[src/rtl/emu_replay_pkg.sv]
// Shared types for the checkpoint replay sequencer.
// State encoding used by the control FSM.
package emu_replay_pkg;

  localparam int ST_W = 3;

  typedef enum logic [ST_W-1:0] {
    IDLE     = 3'd0,
    LOAD_FF  = 3'd1,
    LOAD_MEM = 3'd2,
    SETTLE   = 3'd3,
    RUN      = 3'd4,
    FIN      = 3'd5
  } state_e;

endpackage

[src/rtl/emu_replay_wcnt.sv]
// Checkpoint word counter with a run-time terminal value.
// tc flags that the current count equals the terminal value.
module emu_replay_wcnt #(
  parameter int W = 5
) (
  input  logic         clk,
  input  logic         rst_n,
  input  logic         clr,
  input  logic         inc,
  input  logic [W-1:0] term,
  output logic         tc
);

  logic [W-1:0] cnt_q;
  logic [W-1:0] cnt_d;

  always_comb begin
    cnt_d = cnt_q;
    if (clr)
      cnt_d = '0;
    else if (inc)
      cnt_d = cnt_q + 1'b1;
  end

  always_ff @(posedge clk or negedge rst_n) begin
    if (!rst_n)
      cnt_q <= '0;
    else
      cnt_q <= cnt_d;
  end

  assign tc = (cnt_q == term);

endmodule

[src/rtl/emu_replay_ctrl.sv]
// Checkpoint replay sequencer: scan-load FF then memory chains,
// then run the emulated design clock for a fixed cycle count.
module emu_replay_ctrl
  import emu_replay_pkg::*;
#(
  parameter int LOAD_WIDTH = 64,
  parameter int FF_WORDS   = 16,
  parameter int MEM_WORDS  = 32,
  parameter int CNT_WIDTH  = 64
) (
  input  logic                  clk,
  input  logic                  rst_n,
  input  logic                  start,
  input  logic                  abort,
  input  logic [CNT_WIDTH-1:0]  start_cycle,
  input  logic [CNT_WIDTH-1:0]  run_cycle,
  input  logic                  ckpt_valid,
  input  logic [LOAD_WIDTH-1:0] ckpt_data,
  output logic                  ckpt_ready,
  output logic                  ff_scan_en,
  output logic                  mem_scan_en,
  output logic [LOAD_WIDTH-1:0] scan_in,
  output logic                  emu_clk_en,
  output logic [CNT_WIDTH-1:0]  cycle,
  output logic                  busy,
  output logic                  done,
  output logic                  aborted
);

  localparam int WMAX = (FF_WORDS > MEM_WORDS) ? FF_WORDS : MEM_WORDS;
  localparam int WC_W = (WMAX > 1) ? $clog2(WMAX) : 1;

  state_e               state_q, state_d;
  logic [CNT_WIDTH-1:0] cycle_q, cycle_d;
  logic [CNT_WIDTH-1:0] end_q, end_d;
  logic [CNT_WIDTH-1:0] cycle_inc;
  logic                 clk_en_q, clk_en_d;
  logic                 aborted_q, aborted_d;
  logic                 kill;
  logic                 xfer;
  logic                 wc_clr;
  logic                 wc_tc;
  logic [WC_W-1:0]      wc_term;

  // abort only acts on an operation in flight
  assign kill      = abort && (state_q != IDLE);
  assign cycle_inc = cycle_q + 1'b1;
  assign xfer      = ckpt_valid && ckpt_ready;
  assign wc_clr    = (state_q == IDLE) || (xfer && wc_tc);
  assign wc_term   = (state_q == LOAD_MEM) ? WC_W'(MEM_WORDS - 1)
                                           : WC_W'(FF_WORDS - 1);

  emu_replay_wcnt #(
    .W (WC_W)
  ) u_wcnt (
    .clk   (clk),
    .rst_n (rst_n),
    .clr   (wc_clr),
    .inc   (xfer),
    .term  (wc_term),
    .tc    (wc_tc)
  );

  always_ff @(posedge clk or negedge rst_n) begin
    if (!rst_n) begin
      state_q   <= IDLE;
      cycle_q   <= '0;
      end_q     <= '0;
      clk_en_q  <= 1'b0;
      aborted_q <= 1'b0;
    end else begin
      state_q   <= state_d;
      cycle_q   <= cycle_d;
      end_q     <= end_d;
      clk_en_q  <= clk_en_d;
      aborted_q <= aborted_d;
    end
  end

  always_comb begin
    state_d = state_q;
    cycle_d = cycle_q;
    end_d   = end_q;
    case (state_q)
      IDLE: begin
        if (start && !abort) begin
          state_d = LOAD_FF;
          cycle_d = start_cycle;
          end_d   = start_cycle + run_cycle;
        end
      end
      LOAD_FF:  if (xfer && wc_tc) state_d = LOAD_MEM;
      LOAD_MEM: if (xfer && wc_tc) state_d = SETTLE;
      SETTLE:   state_d = (cycle_q == end_q) ? FIN : RUN;
      RUN: begin
        cycle_d = cycle_inc;
        if (cycle_inc == end_q) state_d = FIN;
      end
      FIN:      state_d = IDLE;
      default:  state_d = IDLE;
    endcase
    if (kill) begin
      state_d = IDLE;
      cycle_d = cycle_q;
      end_d   = end_q;
    end
    clk_en_d  = (state_d == RUN);
    aborted_d = kill;
  end

  always_comb begin
    ckpt_ready  = 1'b0;
    ff_scan_en  = 1'b0;
    mem_scan_en = 1'b0;
    if (!abort) begin
      ckpt_ready  = (state_q == LOAD_FF) || (state_q == LOAD_MEM);
      ff_scan_en  = (state_q == LOAD_FF) && ckpt_valid;
      mem_scan_en = (state_q == LOAD_MEM) && ckpt_valid;
    end
    emu_clk_en = clk_en_q && !abort;
    busy       = (state_q != IDLE);
    done       = (state_q == FIN);
    aborted    = aborted_q;
    cycle      = cycle_q;
    scan_in    = ckpt_data;
  end

endmodule

[config.mk]
export PLATFORM = sky130hd
export DESIGN_NAME = emu_replay_ctrl
export DESIGN_NICKNAME = d
export VERILOG_FILES = /design/src/rtl/emu_replay_pkg.sv /design/src/rtl/emu_replay_wcnt.sv /design/src/rtl/emu_replay_ctrl.sv
export SDC_FILE = /design/constraint.sdc
export NUM_CORES = 1
export LEC_CHECK = 0
export BUFFER_PORTS_ARGS = -buffer_cell sky130_fd_sc_hd__buf_2
export CORE_UTILIZATION = 35
export CTS_CLUSTER_SIZE = 28
export DETAILED_ROUTE_END_ITERATION = 10
export PLACE_DENSITY = 0.63
export SYNTH_ARGS = -nofsm -noshare
export SYNTH_HDL_FRONTEND = slang
export SYNTH_SLANG_ARGS = --single-unit
[constraint.sdc]
create_clock -name clk -period 3.8 [get_ports clk]
set_input_delay 0.19 -clock clk [delete_from_list [all_inputs] [get_ports clk]]
set_output_delay 0.19 -clock clk [all_outputs]
set_load 0.1 [all_outputs]
==> reports/metrics.cfg, run 1 <==
[final_layout]
nFillCells = 3809
n_antenna_cell = 0
area.growth.synth_to_final_pct = 13.4
final_common_cell = sky130_fd_sc_hd__nand2_1
multi_input_comb_area_mm2 = 0.00865
most-common-layout-cells = 215 x sky130_fd_sc_hd__nand2_1, 202 x sky130_fd_sc_hd__buf_2, 187 x sky130_fd_sc_hd__a21oi_1
final_core_utilization_pct = 40.4
post_route_cells_drive_above_1_share_pct = 17.6
sequential_cell_area_mm2 = 0.00346
final_net_count = 2118

[synthesis]
yosys.area_share.xor_xnor_pct = 11.2
syn-instance-count = 1742
yosys.cell_types.count = 73
portion_of_netlist_area_occupied_by_mux_cells_pct = 0.480
area_fraction_in_compound_gates_after_synthesis_pct = 23.0
ys_async_rst_share_pct = 100
syn_avg_cell_area_um2 = 7.49
synth.net_count = 2005
edff_count_synth = 0
synth_top_family_by_area = simple AND/OR/NAND/NOR gates
synth_seq_cells = 138
synthesis.yosys.warnings = 0
adder_and_majority_gate_portion_of_the_synthesized_area_pct = 6.39
synth-simple-area-share_pct = 24.9
synth.yosys.seq_area_share_pct = 26.5
post_synth_instance_area_mm2 = 0.0130
ys_dominant_reg_cell = sky130_fd_sc_hd__dfrtp_1

[detailed_routing]
drt_pre_antenna_iters = 7
routed_wirelength_mm = 50.0
drt-vias-per-instance = 5.81
drt_first_iter_violations = 1316
routed-via-count = 13600
post_detailed_route_wirelength_per_cell_um = 21.4
route.antenna.remaining_nets = 0
post-route-drc-count = 0

[worst_setup_path]
cp_common_cell = sky130_fd_sc_hd__a21oi_1
cp_slowest_stage_delay_ns = 0.44
worstPathArrival_ns = 3.99
worst_setup_path_startpoint = start_cycle[23]
timing.rr.end = clk_en_q
timing.critical_path.to_type = flop
crit-reg2reg-launch = cycle[11]
criticalPathCategory = in2reg
worstSetupStartpointType = input pin
critical_path_cell_list = buf_2, ha_1, nand2_1, or3_1, or2_2, nor2_1, o211ai_1, a21oi_1, a32oi_1, buf_4, a21oi_1, a41oi_1, xnor2_1, o21ai_0
path_max_fanout = 4
r2r_cells = 10
worst_ep_required_time_ns = 4.11
cp.depth = 14
endpoint = end_q[63]
regToRegSetupSlack_ns = 0.20
cp_slowest_cell = sky130_fd_sc_hd__or3_1
cp_num_buf_inv = 2
worst_path_dominant_cell_family = compound AO/OA/AOI/OAI gates

[clock_tree]
cts_tree = built
cts_max_level = 4
cts_setup_buffers = 0
ctsRootBufferMaster = sky130_fd_sc_hd__clkbuf_16
cts_made_buffers = 17
cts_buffer_depth = 2
cts_num_sinks = 138
clkSlewWorstSetupHoldPaths_ns = 0.07
clock_latency_ns = 0.45

[floorplan]
die_w_um = 195
floorplan.die_area_mm2 = 0.0381
chipHeight_um = 195
std_cell_rows = 70
core_region_area_mm2 = 0.0366
top_level_ports = 332
initial_core_util_pct = 35.6

[sta]
final_period_minus_worst_setup_slack_ns = 3.68
unrepaired_setup_endpoints_after_global_routing = false
timing.final.ws_setup_ns = 0.118
slew_headroom_pct = 21.1
tightest_slew_ns = 1.18
timing_hold_violations_final = 0
setup_viol = 0
timing.fmax_mhz = 272
timing.clock.skew_ns = 0.0183
max_slew_violation_count = 0
fin_crit_sh_pct = 96.9

[placed_design]
detailed_place_hpwl_mm = 39.7
port_buffers = 203
preCtsSetupSlack_ns = -0.186
final_weighted_congestion_in_routability_driven_placement = 0.911

[power]
combPwrFrac_pct = 60.9
seqPwrFrac_pct = 25.9
p_int_uw = 4990
ir_worst_vdd_mv = 0.413
power_switching_uw = 7350
powerDensity_mw_per_mm2 = 834
leakage_uw = 0.00628
switching_fraction_pct = 59.6
clock_share_of_power_pct = 13.2

[min_path]
worst_hold_path_type = in2reg

[global_routing]
pin_count_of_the_biggest_net_entering_global_routing = 105
groute.usage.overall_pct = 26.1
antenna_found_initial = 0
grt_first_pass_wirelength_mm = 76.8
grt_ovf = 0
grt_pass1_vias = 12700

[run_status]
outcome = finished clean

[job]
drv_cap = 0

==> synthesized netlist by cell type, types with 5 or more instances <==
| master | instances | share of area (%) |
|---|---|---|
| sky130_fd_sc_hd__nor2_1 | 122 | 3.5 |
| sky130_fd_sc_hd__nand2_1 | 216 | 6.2 |
| sky130_fd_sc_hd__buf_4 | 65 | 3.7 |
| sky130_fd_sc_hd__clkbuf_1 | 82 | 2.4 |
| sky130_fd_sc_hd__and2_1 | 10 | 0.48 |
| sky130_fd_sc_hd__o31ai_1 | 10 | 0.58 |
| sky130_fd_sc_hd__dfrtp_1 | 138 | 26 |
| sky130_fd_sc_hd__o21a_1 | 6 | 0.35 |
| sky130_fd_sc_hd__ha_1 | 65 | 6.2 |
| sky130_fd_sc_hd__buf_2 | 14 | 0.54 |
| sky130_fd_sc_hd__o211ai_1 | 10 | 0.58 |
| sky130_fd_sc_hd__a21boi_0 | 6 | 0.35 |
| sky130_fd_sc_hd__nand3b_1 | 5 | 0.29 |
| sky130_fd_sc_hd__nand3_1 | 89 | 3.4 |
| sky130_fd_sc_hd__a31oi_1 | 19 | 0.91 |
| sky130_fd_sc_hd__a21oi_1 | 187 | 7.2 |
| sky130_fd_sc_hd__and3_1 | 29 | 1.4 |
| sky130_fd_sc_hd__o22ai_1 | 21 | 1.0 |
| sky130_fd_sc_hd__inv_1 | 33 | 0.95 |
| sky130_fd_sc_hd__nor3_2 | 5 | 0.38 |
| sky130_fd_sc_hd__a21o_1 | 34 | 2.0 |
| sky130_fd_sc_hd__o21bai_1 | 11 | 0.63 |
| sky130_fd_sc_hd__o22a_1 | 5 | 0.34 |
| sky130_fd_sc_hd__xnor2_1 | 105 | 7.0 |
| sky130_fd_sc_hd__or2_2 | 10 | 0.48 |
| sky130_fd_sc_hd__o21ai_0 | 167 | 6.4 |
| sky130_fd_sc_hd__nor2b_1 | 11 | 0.53 |
| sky130_fd_sc_hd__nor4_1 | 21 | 1.0 |
| sky130_fd_sc_hd__or3_1 | 9 | 0.43 |
| sky130_fd_sc_hd__nor3_1 | 39 | 1.5 |
| sky130_fd_sc_hd__xor2_1 | 62 | 4.2 |
| sky130_fd_sc_hd__nand4_1 | 43 | 2.1 |
| sky130_fd_sc_hd__nand2b_1 | 15 | 0.72 |
| sky130_fd_sc_hd__a211oi_1 | 7 | 0.40 |
==> logic make-up (layout without fill, tap and decap cells) <==
group	Yosys count	after routing
AOI/OAI and AO/OA	516	516
adders and majority gates	66	66
muxes	6	6
xor gates and xnor gates	167	167
and+or+nand+nor	655	655
buffers and inverters	194	319
DFF	138	138
==> repair_timing <==
item	in CTS	in global routing
setup endpoints to repair	0	6
gates resized for setup	0	8
hold buffers	2	0
endpoints found under the hold margin	103	0
==> power groups by stage <==
stage	combinational, µW	clock [µW]	sequential, µW
after floorplan	3670	0	5170
after global placement	7390	0	3150
after detailed placement	7410	0	3180
after CTS	7430	1640	3160
after global routing	7950	1700	3280
final	7510	1630	3190
==> layer usage <==
metal	wire (µm)	global-route usage, %	vias to the layer above
li1	-	-	6408
met1	23600	37.8	6536
met2	22300	40.0	554
met3	3100	3.63	71
met4	999	7.70	0
met5	0	0	-
==> worst reg2reg max path, cell delays in order, from the launching register on <==
cell	delay (ns)
sky130_fd_sc_hd__dfrtp_1	0.52
sky130_fd_sc_hd__nand4_2	0.34
sky130_fd_sc_hd__nor4_4	0.44
sky130_fd_sc_hd__nand4_2	0.31
sky130_fd_sc_hd__nor4_2	0.50
sky130_fd_sc_hd__xor2_1	0.23
sky130_fd_sc_hd__o2111ai_1	0.13
sky130_fd_sc_hd__or4_1	0.46
sky130_fd_sc_hd__nor4_2	0.19
sky130_fd_sc_hd__nand3_1	0.16
sky130_fd_sc_hd__and3_1	0.21
==> sequential cells by signal, indices dropped and copies added (netlist names) <==
name / count
end_q: 64
state_q: 3
u_wcnt.cnt_q: 5
cycle: 64
clk_en_q: 1
aborted: 1
==> worst min path at each step <==
stage / start / to / slack (ns) / depth (start not counted)
CTS: start_cycle[5] / cycle[5] / 0.004 / 3
global route: start_cycle[5] / cycle[5] / 0.03 / 3
global placement: ckpt_data[25] / scan_in[25] / 0.38 / 0
floorplan: rst_n / aborted / -0.11 / 0
finish: start_cycle[5] / cycle[5] / 0.02 / 3
detailed placement: ckpt_data[25] / scan_in[25] / 0.38 / 0
==> metrics by stage <==
stage | TNS (ns) | std cells | hold slack [ns] | power (µW) | area, µm²
after floorplan | 0 | 1742 | -0.106 | 8840 | 13000
final | 0 | 2335 | 0.0226 | 12300 | 14800
after CTS | 0 | 2335 | 0.00432 | 12200 | 14800
after global routing | 0 | 2335 | 0.0316 | 12900 | 14800
after detailed placement | -0.858 | 2302 | 0.381 | 10600 | 14200
after global placement | -0.735 | 2302 | 0.381 | 10500 | 14200
==> final cells by class <==
cell class                      instances  area share (%)
Sequential cell                       138            23.4
Clock buffer                           19            2.99
Multi-Input combinational cell       1410            58.5
Clock inverter                         12           0.694
Inverter                               33           0.837
Tap cell                              468            3.96
Timing Repair Buffer                  255            9.67
No activity file was read; power rests on OpenSTA's default activity.
==> inputs of run 2 (changes only) <==
==> constraint.sdc (replaced) <==
create_clock -name clk -period 3.8 [get_ports clk]
set_input_delay 0.38 -clock clk [delete_from_list [all_inputs] [get_ports clk]]
set_output_delay 0.38 -clock clk [all_outputs]
set_load 0.1 [all_outputs]
==> run 2 against run 1 <==
Compared with the run above:
- via count grew 0.86%
- largest cell class unchanged
- final area grew 0.98%
- power grew 1.4%
- clock skew shrank 0.0066 ns
- first-iteration DRC count shrank 2.7%
- sequential share of layout area shrank 0.23 points
- critical path type unchanged
==> reports/metrics.cfg, run 2 (synthesis gave the netlist of run 1 again) <==
[floorplan]
floorplan.die_area_mm2 = 0.0381
core_region_area_mm2 = 0.0366
initial_core_util_pct = 35.6
std_cell_rows = 70
chipHeight_um = 195
top_level_ports = 332
die_w_um = 195

[power]
ir_worst_vdd_mv = 0.567
leakage_uw = 0.00637
seqPwrFrac_pct = 25.4
clock_share_of_power_pct = 14.6
p_int_uw = 5170
powerDensity_mw_per_mm2 = 837
power_switching_uw = 7340
switching_fraction_pct = 58.7
combPwrFrac_pct = 60.1

[placed_design]
port_buffers = 203
final_weighted_congestion_in_routability_driven_placement = 0.939
detailed_place_hpwl_mm = 39.6
detailed_place.area_mm2 = 0.0143
preCtsSetupSlack_ns = -0.268

[final_layout]
final_net_count = 2129
nFillCells = 3822
post_route_cells_drive_above_1_share_pct = 18.0
n_antenna_cell = 0
area.growth.synth_to_final_pct = 14.5
sequential_cell_area_mm2 = 0.00346
design_area_mm2 = 0.0149
multi_input_comb_area_mm2 = 0.00863
most-common-layout-cells = 215 x sky130_fd_sc_hd__nand2_1, 202 x sky130_fd_sc_hd__buf_2, 187 x sky130_fd_sc_hd__a21oi_1
final_common_cell = sky130_fd_sc_hd__nand2_1

[global_routing]
pin_count_of_the_biggest_net_entering_global_routing = 101
grt_ovf = 0
grt_pass1_vias = 13000
antenna_found_initial = 0
groute.usage.overall_pct = 26.0
grt_first_pass_wirelength_mm = 76.7

[sta]
slew_headroom_pct = 26.0
max_slew_violation_count = 0
timing.fmax_mhz = 267
tightest_slew_ns = 1.11
unrepaired_setup_endpoints_after_global_routing = false
final_period_minus_worst_setup_slack_ns = 3.75
timing_hold_violations_final = 0
setup_viol = 0
timing.clock.skew_ns = 0.0117
fin_crit_sh_pct = 98.6
timing.final.ws_setup_ns = 0.0514

[worst_setup_path]
cp_slowest_cell = sky130_fd_sc_hd__o21ai_0
path_max_fanout = 4
criticalPathCategory = in2reg
timing.critical_path.to_type = flop
critical_path_cell_list = buf_2, ha_1, nand2_1, or3_1, or2_2, nor2_1, o211ai_1, a21oi_1, buf_4, a32oi_1, buf_4, o21ai_0, a21boi_0, xor2_1, o21ai_0
worstPathArrival_ns = 4.04
worst_ep_required_time_ns = 4.09
cp_slowest_stage_delay_ns = 0.50
r2r_cells = 12
worstSetupStartpointType = input pin

[detailed_routing]
drt-vias-per-instance = 5.83
post_detailed_route_wirelength_per_cell_um = 21.3
drt_first_iter_violations = 1281
post-route-drc-count = 0
routed-via-count = 13700
route.antenna.remaining_nets = 0
routed_wirelength_mm = 50.1
drt_pre_antenna_iters = 5

[clock_tree]
cts_tree = built
ctsRootBufferMaster = sky130_fd_sc_hd__clkbuf_16
cts_made_buffers = 17
cts_setup_buffers = 0
cts_num_sinks = 138
cts_buffer_depth = 2
cts_max_level = 4
clkSlewWorstSetupHoldPaths_ns = 0.06
clock_latency_ns = 0.44

[job]
drv_cap = 0

[min_path]
hold_depth = 3
worst_hold_path_type = in2reg

[run_status]
outcome = finished clean

## run 2: cell types whose count changed in the layout (fill, tap and decap cells not counted), moves of 2 or more
cell and change:
sky130_fd_sc_hd__bufinv_16 +2, sky130_fd_sc_hd__clkinv_2 -5, sky130_fd_sc_hd__buf_4 +11, sky130_fd_sc_hd__inv_6 +4
## run 2: metrics by stage
| stage | total power (µW) | TNS (ns) | cells | hold slack (ns) | utilization, % |
|---|---|---|---|---|---|
| after floorplan | 8840 | 0 | 1742 | 0.0844 | - |
| after global placement | 10500 | -0.948 | 2314 | 0.424 | 39.0 |
| after detailed placement | 10600 | -1.14 | 2314 | 0.418 | 39.0 |
| after CTS | 12400 | 0 | 2347 | 0.201 | 40.8 |
| after global routing | 13100 | 0 | 2347 | 0.250 | 40.8 |
| final | 12500 | 0 | 2347 | 0.205 | 40.8 |
## run 2: worst max-delay path, delay by kind of cell
family / cells / cell delay, ns
XOR/XNOR: 1 / 0.20
AO/OA/AOI/OAI: 6 / 1.47
buffers and inverters: 3 / 0.47
adder cells (fa/ha/maj): 1 / 0.37
AND/OR/NAND/NOR: 4 / 1.14
## run 2: metal layers
metal	vias up	global-route usage (%)	part of all wire, %
met5	-	0	0
li1	6420	-	-
met3	82	4.40	7.6
met2	623	40.0	44
met4	0	7.49	2.4
met1	6561	37.0	46
## run 2: layout make-up
class | instances | share of cell area [%]
inverters | 33 | 0.829
well taps | 468 | 3.92
clock inverters | 14 | 1.24
flip-flops and latches | 138 | 23.1
repair buffers | 266 | 10.2
multi-input cells | 1410 | 57.7
clock buffers | 18 | 2.94
## run 2: power groups by stage
stage / registers, µW / clock network, µW / logic [µW]
2_1_floorplan: 5170 / 0 / 3670
3_3_place_gp: 3140 / 0 / 7370
3_5_place_dp: 3160 / 0 / 7420
4_1_cts: 3140 / 1840 / 7450
5_1_grt: 3270 / 1900 / 7940
6_report: 3170 / 1820 / 7510
## run 2: worst paths after layout
kind                                 start         to  slack, ns
hold / removal              start_cycle[5]   cycle[5]       0.21
setup reg to reg                  cycle[0]   clk_en_q       0.14
hold reg to reg                  end_q[40]  end_q[40]       0.50
min in group asynchronous            rst_n  cycle[17]       0.50
max in group asynchronous            rst_n  cycle[54]       2.43
setup / recovery           start_cycle[23]  end_q[59]       0.05
## run 2: what timing repair did
action | in CTS | in global routing
resized for setup | 0 | 3
hold buffers | 1 | 0
setup endpoints to repair | 0 | 1
endpoints found under the hold margin | 55 | 0
==> inputs of run 3 (changes only) <==
- CORE_ASPECT_RATIO: not set -> 0.6
==> run 3 against run 2 <==
Compared with the run above:
- register-to-register slack lost 0.10 ns
- power up 0.85%
- worst hold slack got worse by 0.18 ns
- via count rose by 1.0%
- maximum frequency fell by 0.34%
- sequential share of layout area shrank 0.066 points
- critical endpoint is now clk_en_q
- largest cell class unchanged
==> reports/metrics.cfg, run 3 (synthesis gave the netlist of run 1 again) <==
[floorplan]
floorplan.die_area_mm2 = 0.0381
top_level_ports = 332
core_region_area_mm2 = 0.0366
chipHeight_um = 152
std_cell_rows = 54
die_w_um = 251
initial_core_util_pct = 35.7

[final_layout]
nFillCells = 3827
final_common_cell = sky130_fd_sc_hd__nand2_1
n_antenna_cell = 0
area.growth.synth_to_final_pct = 14.8
final_net_count = 2137
final_cells = 2391
post_route_cells_drive_above_1_share_pct = 18.2
final_core_utilization_pct = 41.0
most-common-layout-cells = 215 x sky130_fd_sc_hd__nand2_1, 202 x sky130_fd_sc_hd__buf_2, 187 x sky130_fd_sc_hd__a21oi_1

[power]
combPwrFrac_pct = 62.7
powerDensity_mw_per_mm2 = 842
power_switching_uw = 7430
seqPwrFrac_pct = 23.9
ir_worst_vdd_mv = 0.381
switching_fraction_pct = 58.9
leakage_uw = 0.00637
clock_share_of_power_pct = 13.4
p_int_uw = 5190

[worst_setup_path]
criticalPathCategory = reg2reg
cp_common_cell = sky130_fd_sc_hd__nor4_2
critical_path_cell_list = nand3_2, nor4_2, nand4_2, nor4_2, buf_4, xor2_1, o2111ai_1, or4_1, nor4_1, nand3_1, and3_1
cp_slowest_cell = sky130_fd_sc_hd__nor4_2
path_max_fanout = 6
timing.critical_path.to_type = flop
cp_slowest_stage_delay_ns = 0.50
worstSetupStartpointType = flop
worstPathArrival_ns = 4.08
worst_ep_required_time_ns = 4.12

[clock_tree]
clock_latency_ns = 0.44
clkSlewWorstSetupHoldPaths_ns = 0.06
cts_tree = built
cts_buffer_depth = 2
cts_num_sinks = 138
cts_max_level = 4
ctsRootBufferMaster = sky130_fd_sc_hd__clkbuf_16
cts_made_buffers = 17

[sta]
fin_crit_sh_pct = 99.0
timing.fmax_mhz = 266
slew_headroom_pct = 43.4
timing.clock.skew_ns = 0.0122
timing.final.ws_setup_ns = 0.0385
timing_hold_violations_final = 0
tightest_slew_ns = 0.849
final_period_minus_worst_setup_slack_ns = 3.76
setup_viol = 0
max_slew_violation_count = 0

[detailed_routing]
route.antenna.remaining_nets = 0
routed-via-count = 13800
drt-vias-per-instance = 5.78
drt_pre_antenna_iters = 8
post_detailed_route_wirelength_per_cell_um = 21.8
post-route-drc-count = 0
drt_first_iter_violations = 1471
routed_wirelength_mm = 52.1

[job]
drv_cap = 0

[global_routing]
grt_first_pass_wirelength_mm = 78.3
antenna_found_initial = 0
grt_ovf = 0
groute.usage.overall_pct = 27.4
grt_pass1_vias = 12800
pin_count_of_the_biggest_net_entering_global_routing = 86

[placed_design]
detailed_place_hpwl_mm = 41.9
final_weighted_congestion_in_routability_driven_placement = 1.01
preCtsSetupSlack_ns = 0.000708
port_buffers = 203
placed_cells = 2359

[run_status]
outcome = finished clean

[min_path]
worst_hold_path_type = in2async

==> run 3: cell count changes in the layout (fill, tap and decap cells not counted), sizes merged <==
cell,delta
bufinv,-1
buf,+9
inv,-3
dlygate4sd3,-1
clkinv,+3
clkbuf,+1
==> run 3: final cells by class <==
| type | count | area, µm² | area share [%] |
|---|---|---|---|
| multi-input combinational | 1410 | 8620 | 57.6 |
| clock buffer | 19 | 433 | 2.89 |
| timing repair buffer | 274 | 1570 | 10.5 |
| tap | 504 | 631 | 4.21 |
| sequential | 138 | 3460 | 23.1 |
| inverter | 33 | 124 | 0.827 |
| clock inverter | 13 | 145 | 0.969 |
==> run 3: power groups by stage <==
stage,clock network [µW],logic (µW),registers (µW)
4_1_cts,1710,7820,2980
2_1_floorplan,0,3670,5170
6_report,1690,7910,3010
5_1_grt,1770,8370,3090
3_5_place_dp,0,7780,3000
3_3_place_gp,0,7740,2980
==> run 3: path summary, 6_finish.rpt <==
| path | start | end | slack, ns | depth (start not counted) |
|---|---|---|---|---|
| max reg2reg | cycle[23] | clk_en_q | 0.04 | 11 |
| min reg2reg | end_q[15] | end_q[15] | 0.50 | 2 |
| max in group asynchronous | rst_n | end_q[48] | 2.93 | 2 |
| max | cycle[23] | clk_en_q | 0.04 | 11 |
| min | rst_n | end_q[7] | 0.03 | 1 |
| min in group clk | start_cycle[5] | cycle[5] | 0.23 | 3 |
==> run 3: critical path: cells and delay by family (launching register included) <==
| kind | cells | cell delay, ns |
|---|---|---|
| AO/OA/AOI/OAI | 1 | 0.14 |
| XOR/XNOR | 1 | 0.24 |
| buffers and inverters | 1 | 0.20 |
| flip-flops | 1 | 0.47 |
| AND/OR/NAND/NOR | 8 | 2.59 |
==> run 3: timing repair <==
| action | 4_1_cts | 5_1_grt |
|---|---|---|
| hold buffers | 0 | 0 |
| buffers inserted | 0 | 0 |
| gates resized for setup | 0 | 2 |
| setup endpoints to repair | 0 | 2 |
==> run 3: per-stage QoR <==
| stage | instance area [µm²] | power, µW | setup TNS [ns] | hold WS [ns] |
|---|---|---|---|---|
| finish | 15000 | 12600 | 0 | 0.0263 |
| global route | 15000 | 13200 | -0.0225 | 0.0865 |
| CTS | 15000 | 12500 | 0 | 0.0611 |
| detailed placement | 14400 | 10800 | 0 | 0.490 |
| global placement | 14400 | 10700 | -0.0458 | 0.483 |
| floorplan | 13000 | 8840 | 0 | 0.0844 |
==> run 3: per-layer routing <==
layer / track usage, % / up-vias / part of all wire, %
met5: 0 / - / 0
met4: 5.91 / 0 / 1.6
met2: 36.2 / 759 / 38
li1: - / 6437 / -
met1: 41.1 / 6567 / 48
met3: 10.1 / 60 / 13
